--- src/rtl/demux_pkg.sv ---
// rtl/demux_pkg.sv - shared constants for the four-channel synchronous demultiplexer
package demux_pkg;

    localparam int NCH       = 4;
    localparam int DEF_WIDTH = 2;

    localparam logic [1:0] CH_A = 2'b00;
    localparam logic [1:0] CH_B = 2'b01;
    localparam logic [1:0] CH_C = 2'b10;
    localparam logic [1:0] CH_D = 2'b11;

endpackage

--- src/rtl/demux_slot.sv ---
// rtl/demux_slot.sv - one-entry output buffer (data register plus full flag)
module demux_slot
    import demux_pkg::*;
#(
    parameter int WIDTH = DEF_WIDTH
) (
    input  logic             clk,
    input  logic             rst_n,
    input  logic             i_load,
    input  logic [WIDTH-1:0] i_data,
    input  logic             i_ready,
    output logic             o_valid,
    output logic [WIDTH-1:0] o_data
);

    logic             r_full;
    logic [WIDTH-1:0] r_data;

    // Load wins over drain so a same-edge drain+load keeps the slot full with the new word
    always_ff @(posedge clk or negedge rst_n) begin
        if (!rst_n) begin
            r_full <= 1'b0;
            r_data <= '0;
        end else if (i_load) begin
            r_full <= 1'b1;
            r_data <= i_data;
        end else if (r_full && i_ready) begin
            r_full <= 1'b0;
        end
    end

    assign o_valid = r_full;
    assign o_data  = r_data;

endmodule

--- src/rtl/demultiplexer_sync.sv ---
// rtl/demultiplexer_sync.sv - routes each accepted word into one of four buffered channels
module demultiplexer_sync
    import demux_pkg::*;
#(
    parameter int WIDTH = DEF_WIDTH
) (
    input  logic             clk,
    input  logic             rst_n,
    input  logic [WIDTH-1:0] in_data,
    input  logic [1:0]       in_sel,
    input  logic             in_valid,
    output logic             in_ready,
    output logic [WIDTH-1:0] out_data_a,
    output logic [WIDTH-1:0] out_data_b,
    output logic [WIDTH-1:0] out_data_c,
    output logic [WIDTH-1:0] out_data_d,
    output logic [3:0]       out_valid,
    input  logic [3:0]       out_ready,
    output logic [7:0]       acc_count
);

    logic [NCH-1:0]   w_full;
    logic [NCH-1:0]   w_load;
    logic [WIDTH-1:0] w_data [NCH];
    logic             w_accept;
    logic [7:0]       r_acc_count;

    // The selected slot can take a word if empty or if it drains on this same edge;
    // rst_n gates it so nothing is offered during reset.
    assign in_ready = rst_n & (~w_full[in_sel] | out_ready[in_sel]);
    assign w_accept = in_valid & in_ready;

    for (genvar g = 0; g < NCH; g++) begin : g_slot
        localparam logic [1:0] CH_IDX = 2'(g);

        assign w_load[g] = w_accept & (in_sel == CH_IDX);

        demux_slot #(
            .WIDTH (WIDTH)
        ) u_slot (
            .clk     (clk),
            .rst_n   (rst_n),
            .i_load  (w_load[g]),
            .i_data  (in_data),
            .i_ready (out_ready[g]),
            .o_valid (w_full[g]),
            .o_data  (w_data[g])
        );
    end

    // Free-running count of accepted words, wraps naturally at 8 bits
    always_ff @(posedge clk or negedge rst_n) begin
        if (!rst_n) begin
            r_acc_count <= 8'd0;
        end else if (w_accept) begin
            r_acc_count <= r_acc_count + 8'd1;
        end
    end

    assign out_valid  = w_full;
    assign out_data_a = w_data[CH_A];
    assign out_data_b = w_data[CH_B];
    assign out_data_c = w_data[CH_C];
    assign out_data_d = w_data[CH_D];
    assign acc_count  = r_acc_count;

endmodule

--- config.mk ---
export PLATFORM = sky130hd
export DESIGN_NAME = demultiplexer_sync
export DESIGN_NICKNAME = d
export VERILOG_FILES = /design/src/rtl/demux_pkg.sv /design/src/rtl/demux_slot.sv /design/src/rtl/demultiplexer_sync.sv
export SDC_FILE = /design/constraint.sdc
export NUM_CORES = 1
export LEC_CHECK = 0
export ABC_CLOCK_PERIOD_IN_PS = 2300
export BUFFER_PORTS_ARGS = -buffer_cell sky130_fd_sc_hd__buf_4
export CAP_MARGIN = 30
export CORE_MARGIN = 4
export CORE_UTILIZATION = 51
export DETAILED_ROUTE_END_ITERATION = 12
export HOLD_SLACK_MARGIN = 0.08
export PLACE_DENSITY_LB_ADDON = 0.12
export SLEW_MARGIN = 15
export SYNTH_ARGS = -nofsm -noshare
export SYNTH_HDL_FRONTEND = slang
export SYNTH_SLANG_ARGS = --single-unit
--- constraint.sdc ---
create_clock -name clk -period 2.3 [get_ports clk]
set_input_delay 0.345 -clock clk [delete_from_list [all_inputs] [get_ports clk]]
set_output_delay 0.345 -clock clk [all_outputs]
set_load 0.01 [all_outputs]
==> key figures <==
Yosys
  • Yosys top cell by area: dfrtp_1
  • Synth Warn #: 0
  • Sequential area share after synthesis: 54.1%
  • Count leader, synth: dfrtp_1
  • Async SR Flop Fraction: 100%
  • Top_reg_cell synth: dfrtp_1
  • Post-synth top cells: dfrtp_1 (20), mux2_2 (8), nand2_1 (6), xnor2_1 (6), nand3_1 (5)
  • Number of flops mapped to enable cells by yosys: 0
  • Synth area leaders: dfrtp_1 (54%), mux2_2 (9.7%), xnor2_1 (5.7%)
  • FF+latch count, synth: 20
  • Top-area cell type share of the netlist area: 54.1%
  • Post-Syn Instances: 73
  • Syn nets: 85
  • Mapped Avg Cell Area: 12.7 um^2
  • Cell Area, Synth: 926 um^2
  • Synth unique cells: 22

Routing
  • Post-Route M1 WL: 816 um
  • # DRC: 0
  • Initial drt markers: 4
  • Final antenna-violating net count: 0
  • WL/cell: 14.0 um
  • Via/cell ratio: 4.95
  • Met3 WL post-DR: 115 um
  • Routed via count: about 640
  • Final WL: approximately 1.8 mm
  • Top Layer Used: met4
  • DR pass1 iterations: 4
  • Wire length on met2: 867 um

Min path
  • Hold Startpoint: in_sel[0]
  • Type of the most critical hold path: in -> reg

Worst setup path
  • Cells along the critical path: nand2b_4 -> mux4_2 -> and2_1 -> buf_4
  • Buf/Inv on CP: 1
  • Crit path arrival time: 1660 ps
  • Largest delay contributor family on the critical path: multiplexers
  • Worst path required time: 1960 ps
  • FF-to-FF Start: g_slot[3].u_slot.o_valid
  • CP Launch Type: flip-flop
  • Max incr delay on CP: 560 ps
  • Slowest CP cell: mux4_2
  • CP Capture Type: primary output
  • Crit path max fanout: 8
  • CP Launch Point: g_slot[3].u_slot.o_valid
  • Critical setup path kind: reg -> out

STA
  • Final setup vio count: 0
  • Max Transition Viols Final: 0
  • Final Hold Fails: 0
  • Actual slew at the worst max-slew pin: 469 ps
  • WHS: between 200 and 300 ps
  • Fmax achieved: 499 MHz
  • Setup repair after global routing missed its margin: no
  • Clock skew: roughly 9 ps
  • Minimum clock period: between 2000 and 2500 ps
  • TNS Setup: 0 ps
  • Fin crit share: 87.1%
  • Rel. slew slack: about two thirds

Floorplanning
  • Std-Cell Rows: 15
  • Starting Density: 53.6%
  • Die H: 50.6 um
  • Die width: slightly above 50 um
  • Die area: 0.00256 mm^2
  • Placeable core area: 0.00173 mm^2
  • Io pins: 32

Global routing
  • Remaining Overflow, GRT: 0
  • Vias in the first global route: 663
  • First-pass GRT wire length: 3.15 mm
  • Gr usage total: 16.5%
  • Largest net degree at the start of global routing: 23
  • Initial antenna violation count: 0

Placement
  • Post-detail-place hpwl: 1.42 mm
  • Dpl cell area: 0.00117 mm^2
  • Port Buffers: 31
  • RD Place Congestion: 0.776

Finish
  • Design area: roughly 0.0012 mm^2
  • Antenna fix cells: 0
  • P&R area growth vs syn: 29.6%
  • Share of layout cells above drive strength 1: 47.6%
  • Nets: 119
  • Final Util: 69.5%

Power
  • Pleak: 0.582 nW
  • Worst vdd ir: 0.000597 V
  • Power density over cell area: 853 mW/mm^2

Clock network
  • Clk_lat worst skew: 290 ps
  • Reg clk slew, reported paths: 110 ps
  • Hold buffer count at CTS: 1
  • Total CTS buffers: 3
  • Longest Clk Path Bufs: 2
  • Clk root buf: clkbuf_4
  • # clock sinks: 20
  • TritonCTS clock tree: yes
  • Number of post-CTS setup repair buffers: 0
  • H-tree depth: 1
  • Post_cts resized: 0

Run
  • MaxCap Viol Count: 0

Run status
  • Status: finished clean
==> final cells by class <==
type | instances | area, um^2
well taps | 25 | 31.3
repair buffers | 33 | 250
fillers | 143 | 527
multi-input cells | 49 | 395
clock buffers | 3 | 22.5
flip-flops and latches | 20 | 500
==> final timing paths <==
check                                            to  slack, ps  cells after the start
min                        g_slot[2].u_slot.o_valid        270                      2
max in group asynchronous              acc_count[1]       1520                      3
max reg2reg                            acc_count[1]        670                      4
min reg2reg                            acc_count[7]        490                      1
max                                        in_ready        300                      4
min in group asynchronous  g_slot[1].u_slot.o_valid        560                      3
==> cell usage in the layout, fill, tap and decap left out <==
cell type	n
mux4_2	1
mux2_2	8
ha_1	1
xnor2_1	6
o31ai_1	1
and2_4	2
nand3_1	5
clkbuf_4	3
and3_1	1
nor2b_1	1
xor2_1	1
mux2_4	1
nand4_1	3
nand2b_4	3
buf_4	32
nor4_1	1
dlygate4sd3_1	1
nand2b_1	1
nor2_1	2
or2_1	1
nor3_1	2
dfrtp_1	20
and2_1	2
nand2_1	6
==> where the power goes <==
group | switching, mW | internal (mW) | leakage, nW
Clock | 0.102 | 0.0608 | 0.0138
Combinational | 0.140 | 0.207 | 0.316
Sequential | 0.0781 | 0.437 | 0.252
==> registers in the layout, summed over array words and instances, names as in the netlist <==
name	count
acc_count	8
g_slot.u_slot.o_data	8
g_slot.u_slot.o_valid	4
==> stage by stage <==
stage	power, mW	worst slack [ps]	std cells
finish	1.02	297	130
global placement	0.861	499	126
CTS	1.04	287	130
floorplan	0.683	723	73
global route	1.10	215	130
detailed placement	0.874	482	126
==> metal layers <==
metal | vias up | global-route usage (%)
li1 | 316 | -
met1 | 303 | 22.9
met2 | 22 | 25.4
met3 | 2 | 3.86
met4 | 0 | 5.38
met5 | - | 0
==> logic make-up after synthesis <==
family | count (synthesis) | share of synthesized area (%)
fa+ha+maj | 1 | 1.35
mux | 10 | 13.8
compound gates | 1 | 0.811
xor+xnor | 7 | 6.62
buf+inv | 4 | 3.24
flops | 20 | 54.1
simple gates | 30 | 20.1
Note: power is estimated with default switching activity, not from simulation.
